**config.mk**
```make
export PLATFORM = sky130hd
export DESIGN_NAME = muldiv_ctrl
export DESIGN_NICKNAME = d
export VERILOG_FILES = /design/src/rtl/muldiv_ctrl.sv
export SDC_FILE = /design/constraint.sdc
export NUM_CORES = 2
export LEC_CHECK = 0
export ABC_CLOCK_PERIOD_IN_PS = 9470
export BUFFER_PORTS_ARGS = -buffer_cell sky130_fd_sc_hd__buf_2
export CAP_MARGIN = 20
export CORE_MARGIN = 2
export CORE_UTILIZATION = 40
export CTS_CLUSTER_SIZE = 8
export DETAILED_ROUTE_END_ITERATION = 6
export GPL_ROUTABILITY_DRIVEN = 1
export SYNTH_ARGS = -nofsm -noshare
export SYNTH_HDL_FRONTEND = slang
export SYNTH_SLANG_ARGS = --single-unit
```
**constraint.sdc**
```tcl
create_clock -name clk -period 9.47 [get_ports clk]
set_input_delay 0.947 -clock clk [delete_from_list [all_inputs] [get_ports clk]]
set_output_delay 0.947 -clock clk [all_outputs]
set_load 0.02 [all_outputs]
```
**src/rtl/muldiv_ctrl.sv**
```systemverilog
// Multiply/divide unit sequencer for the EX stage: single-cycle mult/multu,
// 32-cycle restoring div/divu, and a one-cycle HILO write strobe on completion.
module muldiv_ctrl (
    input  logic        clk,
    input  logic        rst,
    input  logic        startE,
    input  logic [1:0]  opE,
    input  logic [31:0] srcaE,
    input  logic [31:0] srcbE,
    input  logic        cancel,
    output logic        stall_req,
    output logic        hilo_wen,
    output logic [63:0] hilo_o,
    output logic        busy
);

    typedef enum logic [1:0] {IDLE, MUL, DIV, DONE} state_t;

    state_t      state_reg, state_next;
    logic [1:0]  op_reg;
    logic [31:0] a_reg, b_reg;
    logic [31:0] rem_reg, quo_reg;
    logic [4:0]  cnt_reg;
    logic [63:0] hilo_reg;

    logic        a_neg, b_neg;
    logic [31:0] b_mag, srca_mag_in;
    logic [32:0] shifted, diff;
    logic        fits;
    logic [31:0] rem_step, quo_step, q_final, r_final;
    logic [63:0] mul_a, mul_b, product;

    // Extending each operand to 64 bits per op lets one unsigned multiplier
    // serve both mult and multu.
    assign mul_a   = {{32{~op_reg[0] & a_reg[31]}}, a_reg};
    assign mul_b   = {{32{~op_reg[0] & b_reg[31]}}, b_reg};
    assign product = mul_a * mul_b;

    assign a_neg       = (op_reg == 2'b10) & a_reg[31];
    assign b_neg       = (op_reg == 2'b10) & b_reg[31];
    assign b_mag       = b_neg ? -b_reg : b_reg;
    assign srca_mag_in = ((opE == 2'b10) && srcaE[31]) ? -srcaE : srcaE;

    // One restoring step: shift next dividend bit into the partial remainder.
    assign shifted  = {rem_reg, quo_reg[31]};
    assign diff     = shifted - {1'b0, b_mag};
    assign fits     = ~diff[32];
    assign rem_step = fits ? diff[31:0] : shifted[31:0];
    assign quo_step = {quo_reg[30:0], fits};
    assign q_final  = (a_neg ^ b_neg) ? -quo_step : quo_step;
    assign r_final  = a_neg ? -rem_step : rem_step;

    always_comb begin
        state_next = state_reg;
        case (state_reg)
            IDLE: begin
                if (startE) begin
                    if (!opE[1])
                        state_next = MUL;
                    else if (srcbE == 32'd0)
                        state_next = DONE;
                    else
                        state_next = DIV;
                end
            end
            MUL:     state_next = DONE;
            DIV:     if (cnt_reg == 5'd31) state_next = DONE;
            DONE:    state_next = IDLE;
            default: state_next = IDLE;
        endcase
        if (cancel)
            state_next = IDLE;
    end

    always_ff @(posedge clk) begin
        if (rst) begin
            state_reg <= IDLE;
            op_reg    <= 2'd0;
            a_reg     <= 32'd0;
            b_reg     <= 32'd0;
            rem_reg   <= 32'd0;
            quo_reg   <= 32'd0;
            cnt_reg   <= 5'd0;
            hilo_reg  <= 64'd0;
        end else begin
            state_reg <= state_next;
            if (!cancel) begin
                case (state_reg)
                    IDLE: begin
                        if (startE) begin
                            op_reg  <= opE;
                            a_reg   <= srcaE;
                            b_reg   <= srcbE;
                            cnt_reg <= 5'd0;
                            rem_reg <= 32'd0;
                            quo_reg <= srca_mag_in;
                            if (opE[1] && (srcbE == 32'd0))
                                hilo_reg <= {srcaE, 32'hFFFF_FFFF};
                        end
                    end
                    MUL: hilo_reg <= product;
                    DIV: begin
                        cnt_reg <= cnt_reg + 5'd1;
                        rem_reg <= rem_step;
                        quo_reg <= quo_step;
                        if (cnt_reg == 5'd31)
                            hilo_reg <= {r_final, q_final};
                    end
                    default: ;
                endcase
            end
        end
    end

    assign busy      = (state_reg != IDLE);
    assign hilo_wen  = (state_reg == DONE) & ~cancel & ~rst;
    assign stall_req = ~cancel & (((state_reg == IDLE) & startE) |
                                  (state_reg == MUL) | (state_reg == DIV));
    assign hilo_o    = hilo_reg;

endmodule

```
# After elaboration in Yosys (flattened, before gate mapping)
# Cells that the tools add are included.
word_totals:
  latch_bits: 0
  output_inout_bits: 67
  reg_bits: 201
  mem_count: 0
  mem_bits_ro: 0
  word_cells: 71
  input_bits: 70
  mem_bits_rw: 0
op_classes:
  div_mod_pow: 0
  n_eq_ne: 9
  mul: 1
  n_bitwise: 15
  n_shift: 0
  n_reduce_logical: 12
  mux: 20
  n_addsub: 6
  magnitude_cmp: 0
ops:
  columns: ["op", "n"]
  rows:
  - ["two-way mux 32 bit", 7]
  - ["two-way mux 64 bit", 3]
  - ["one-hot mux 64 bit (3 select lines)", 1]
  - ["negation 32 bit", 4]
  - ["one-hot mux 32 bit (2 select lines)", 2]
  - ["multiplier 33 x 33 -> 64 bit", 1]
  - ["subtractor 33 x 32 -> 33 bit", 1]
  - ["logical NOT 32 bit", 1]
  - ["one-hot mux 5 bit (2 select lines)", 1]
  - ["AND 1 bit", 8]
  - ["equality test 2 bit (second input constant)", 4]
  - ["one-hot mux 2 bit (4 select lines)", 1]
  - ["two-way mux 2 bit", 3]
  - ["!= test 2 bit (second input constant)", 3]
  - ["AND reduction 3 bit", 2]
  - ["adder 5 x 1 -> 5 bit (second input constant)", 1]
  - ["equality test 5 bit (second input constant)", 1]
  - ["two-way mux 5 bit", 1]
  - ["AND reduction 5 bit", 1]
  - ["NOT 1 bit", 4]
  - ["nonzero test 2 bit", 2]
  - ["nonzero test 3 bit", 1]
  - ["equality test 2 x 1 -> 1 bit (second input constant)", 1]
  - ["logical AND 1 bit", 2]
  - ["6 further kinds", 7]

# Depth between registers and ports, before layout
logic_depth:
  ltp_word: 9
  mapped_depth: 35

# Least setup slack after synthesis
# OpenSTA, ideal clock, no wires.
synth_timing:
  path_type: "reg2reg"
  from: "register a_reg[31]"
  to: "register hilo_reg[63] (netlist: hilo_o[63])"
  setup_time_ns: 0.060
  stages_incl_launch_ff: 31
  t_arrival_ns: 8.230
  period_less_slack_ns: 8.290
  setup_slack_ns: 1.180
  path_cell_list: "dfxtp_1 -> clkbuf_1 -> nor2b_1 -> clkbuf_1 -> nand2_1 -> inv_1 -> fa_1 -> inv_1 -> fa_1 -> inv_1 -> fa_1 -> fa_1 -> inv_1 -> fa_1 -> inv_1 -> fa_1 -> inv_1 -> fa_1 -> fa_1 -> inv_1 -> ha_1 -> a21o_1 -> a21o_1 -> nand2b_1 -> or3_1 -> a21oi_1 -> o31ai_1 -> a2111oi_0 -> a211oi_1 -> o32a_1 -> nand2_1"
synth_between:
  elab_chain_cells: 4
  elab_cells_between_ends: 6
synth_rtl:
  columns: ["element", "line", "source"]
  rows:
  - ["start, declared", "21", "logic [31:0] a_reg, b_reg;"]
  - ["start signal, assigned", "92", "a_reg <= srcaE;"]
  - ["parallel branches: the longest is 3 deep, another holds multiplier 33 x 33 -> 64 bit", null, null]
  - ["one-hot mux 64 bit (3 select lines) (*)", "88", "case (state_reg)"]
  - ["end signal, assigned", "98", "hilo_reg <= {srcaE, 32'hFFFF_FFFF};"]
  - ["end signal, assigned", "101", "MUL: hilo_reg <= product;"]
  - ["end signal, assigned", "107", "hilo_reg <= {r_final, q_final};"]
  - ["end, declared", "24", "logic [63:0] hilo_reg;"]
# Mark *: on every way between the ends. The select of a mux whose other input is x is not followed.
# A chain may end at the register's enable or synchronous reset.

# Final worst setup path
layout_timing:
  from: "register b_reg[7]"
  to: "register hilo_reg[47] (netlist: hilo_o[47])"
layout_between:
  elab_chain_cells: 8
  elab_cells_between_ends: 9
layout_rtl:
  columns: ["element", "line", "source"]
  rows:
  - ["start, declared", "21", null]
  - ["start signal, assigned", "93", "b_reg <= srcbE;"]
  - ["negation 32 bit", "41", "assign b_mag = b_neg ? -b_reg : b_reg;"]
  - ["two-way mux 32 bit", "41", null]
  - ["subtractor 33 x 32 -> 33 bit", "46", "assign diff = shifted - {1'b0, b_mag};"]
  - ["two-way mux 32 bit", "48", "assign rem_step = fits ? diff[31:0] : shifted[31:0];"]
  - ["negation 32 bit", "51", "assign r_final = a_neg ? -rem_step : rem_step;"]
  - ["two-way mux 32 bit", "51", null]
  - ["two-way mux 64 bit", "106", "if (cnt_reg == 5'd31)"]
  - ["one-hot mux 64 bit (3 select lines) (*)", "88", null]
# Mark *: on every way between the ends. The rest lies on a longest branch, timed or not. The select of a mux whose other input is x is not followed.

==> impl_metrics.py <==
metrics = {
    "synth": {
        "syn_nets": 7545,
        "synth_area_mm2": 0.0518,
        "synthCells": 6094,
        "synth.distinct_cells": 99,
        "syn_avg_cell_area_um2": 8.49,
        "synth_area_leader_cell": "fa_1",
        "synthArstFlopShare": 0,
        "synthTopCellsByArea": "fa_1 44%, inv_1 8.4%, dfxtp_1 7.8%, nand2_1 7.6%, ha_1 6.2%",
        "ys_seq_area_frac": 0.0777,
        "yosys_warnings": 0,
        "synth_top_area_frac": 0.435,
        "ys_ff_latch": 201,
        "synth-main-ff-cell": "dfxtp_1",
        "synth_edf_count": 0,
    },
    "finish": {
        "multi_input_area_mm2": 0.0420,
        "syn_to_final_growth_pct": 7.12,
        "drive_gt1_frac": 0.0694,
        "utilization": 0.433,
        "final_nets": 7497,
        "seq_area_mm2": 0.00404,
        "final_cells": 7783,
        "fillerInstances": 12800,
        "largest_reg_flops": 64,
    },
    "global_route": {
        "grt_antenna_before_repair": 11,
        "track_usage": 0.256,
        "grt_pass1_wl_mm": 261,
        "grt_max_degree": 88,
        "gr-total-overflow": 0,
        "grt_pass1_vias": 43800,
    },
    "pwr": {
        "switching_share": 0.457,
        "seq_power_share": 0.253,
        "p_total_w": 0.00383,
        "combPwrFrac": 0.493,
        "p_clk_frac": 0.254,
        "p_int_w": 0.00208,
        "cellPowerDensity_mw_per_mm2": 69.1,
        "peakVddDrop_mv": 0.141,
        "p_switching_w": 0.00175,
        "p_leak_nw": 26.1,
    },
    "cts": {
        "clk_pin_slew_worst_paths_ns": 0.06,
        "cts_root_buf": "clkbuf_16",
        "clock-sinks": 201,
        "htree_num_levels": 1,
        "cts_made_buffers": 29,
        "ctsHoldBuffers": 0,
        "cts_tree": "done",
        "clk-insertion-delay-late_ns": 0.59,
        "cts_buffer_depth": 3,
        "cts_setup_buffers": 0,
    },
    "sta": {
        "slew_violations": 0,
        "finalCritPeriodShare": 0.959,
        "min_period_ns": 9.09,
        "setup_ws_ns": 0.384,
        "hold_viol_final": 0,
        "setup-tns-final_ns": 0,
        "slew-limit-headroom": 0.208,
        "worst_pin_slew_ns": 1.19,
        "setup_viol": 0,
        "fin_worst_skew_ns": 0.0152,
        "max_freq_mhz": 110,
    },
    "floorplan": {
        "io_pins": 137,
        "std_cell_rows": 131,
        "design.core.area_mm2": 0.128,
        "die_area_mm2": 0.132,
        "initial_core_util": 0.404,
        "die_w_um": 364,
        "die_y_um": 364,
    },
    "drt": {
        "route.detailed.drc": 0,
        "ant_nets": 0,
        "first_pass_iters": 6,
        "vias": 42000,
        "viasPerCell": 5.40,
        "wl_per_cell_um": 21.3,
        "postRouteWirelength_mm": 166,
        "drt-initial-drc-count": 3305,
    },
    "min_path": {
        "hold_path_class": "reg2reg",
        "hold_depth": 2,
    },
    "setup_path": {
        "rr_worst_depth": 27,
        "cp_max_fo": 13,
        "path_class": "reg2reg",
        "critPathCaptureType": "flip-flop",
        "cp.arrival_ns": 9.55,
        "start_kind": "flip-flop",
        "required_ns": 9.94,
    },
    "place": {
        "place_congestion": 0.956,
        "numPlacedInstances": 7743,
        "place_ws_ns": -0.0122,
        "io_buffer_count": 136,
        "hpwl_mm": 135,
    },
    "outcome": {
        "status": "completed",
    },
    "job": {
        "drv_cap": 0,
    },
}
placed cells by master, fill, tap and decap left out, drive strengths merged, types with 46 or more instances in the layout:
| cell type | count |
|---|---|
| a21o | 46 |
| a21oi | 290 |
| and2 | 380 |
| buf | 301 |
| dfxtp | 201 |
| fa | 1126 |
| ha | 255 |
| inv | 1162 |
| nand2 | 1044 |
| nor2 | 250 |
| nor3 | 74 |
| o21ai | 141 |
| xnor2 | 130 |
| xor2 | 64 |
critical path: stages (launching register included):
cell	delay, ns
dfxtp_1	0.80
buf_4	0.34
nand2_1	0.10
fa_1	0.51
inv_1	0.05
fa_1	0.42
fa_1	0.54
inv_1	0.05
fa_1	0.40
fa_1	0.54
inv_1	0.05
fa_1	0.44
fa_1	0.52
inv_1	0.05
fa_1	0.49
inv_1	0.06
ha_1	0.38
and4_1	0.29
nand3_1	0.12
nor2_1	0.07
a221oi_1	0.51
nand4_1	0.42
a21oi_1	0.54
o21bai_1	0.21
a21boi_0	0.27
xor2_1	0.41
o221ai_1	0.17
and2_1	0.19
metal layers:
layer  track usage  vias to the layer above  share of wire
met5             0                        -        0.00020
met4        0.0948                        6          0.044
met3        0.0308                      317          0.066
met2         0.434                     1460           0.49
met1         0.334                    21700           0.40
li1              -                    18500              -
layout make-up:
type / instances / share of cell area
clock buffer: 32 / 0.0135
sequential: 201 / 0.0729
tap: 1729 / 0.0390
clock inverter: 2 / 0.000451
multi-input combinational: 4351 / 0.757
antenna: 5 / 0.000226
inverter: 1162 / 0.0787
timing repair buffer: 301 / 0.0378
path summary, 6_finish.rpt:
| kind | slack, ns | startpoint | end |
|---|---|---|---|
| worst max-delay path | 0.38 | b_reg[7] | hilo_o[47] |
| worst min-delay path | 0.45 | hilo_o[50] | hilo_o[50] |
| worst max register to register | 0.38 | b_reg[7] | hilo_o[47] |
| worst min register to register | 0.45 | hilo_o[50] | hilo_o[50] |
kinds of logic after synthesis:
logic type	count (synthesis)	share of synthesized area
buffers and inverters	1542	0.112
muxes	22	0.00452
DFF	201	0.0777
and+or+nand+nor	1977	0.177
adders and majority gates	1381	0.497
AOI/OAI and AO/OA	777	0.0989
xor gates and xnor gates	194	0.0328
power groups by stage:
stage,registers [W],clock network [W],logic [W]
2_1_floorplan,0.000935,0,0.00125
3_3_place_gp,0.000990,0,0.00184
3_5_place_dp,0.000988,0,0.00186
4_1_cts,0.000971,0.000981,0.00187
5_1_grt,0.000976,0.00101,0.00206
6_report,0.000971,0.000974,0.00189
cells in the mapped netlist, drive strengths merged, types with 9 or more instances:
library cell	number
and2	380
nand3	39
o41ai	13
o21ai	141
nor4	29
a31oi	16
mux2	11
ha	255
nand4	23
o211ai	19
or2	9
a311oi	10
a21o	46
o2111ai	13
nand2	1044
o31ai	23
o21bai	12
or3	27
and3	15
inv	1161
dfxtp	201
a211o	10
a221oi	35
clkbuf	318
nor2	250
fa	1126
nor3	74
buf	62
xor2	64
nand2b	24
nor2b	15
xnor2	130
nand3b	10
a21oi	290
o21a	15
a22oi	27
a211oi	25
mux2i	11
or4	14
a2111oi	9
nor3b	9
timing repair:
action                                  CTS  global route
pin swaps                                 0             0
endpoints found under the setup margin    1             3
resized for setup                         1            14
through the flow:
step                area [µm²]  hold WS [ns]
finish                   55500         0.448
global route             55400         0.474
floorplan                51800         0.459
CTS                      55400         0.450
global placement         54600         0.439
detailed placement       54600         0.442
No activity file was read; power rests on OpenSTA's default activity.
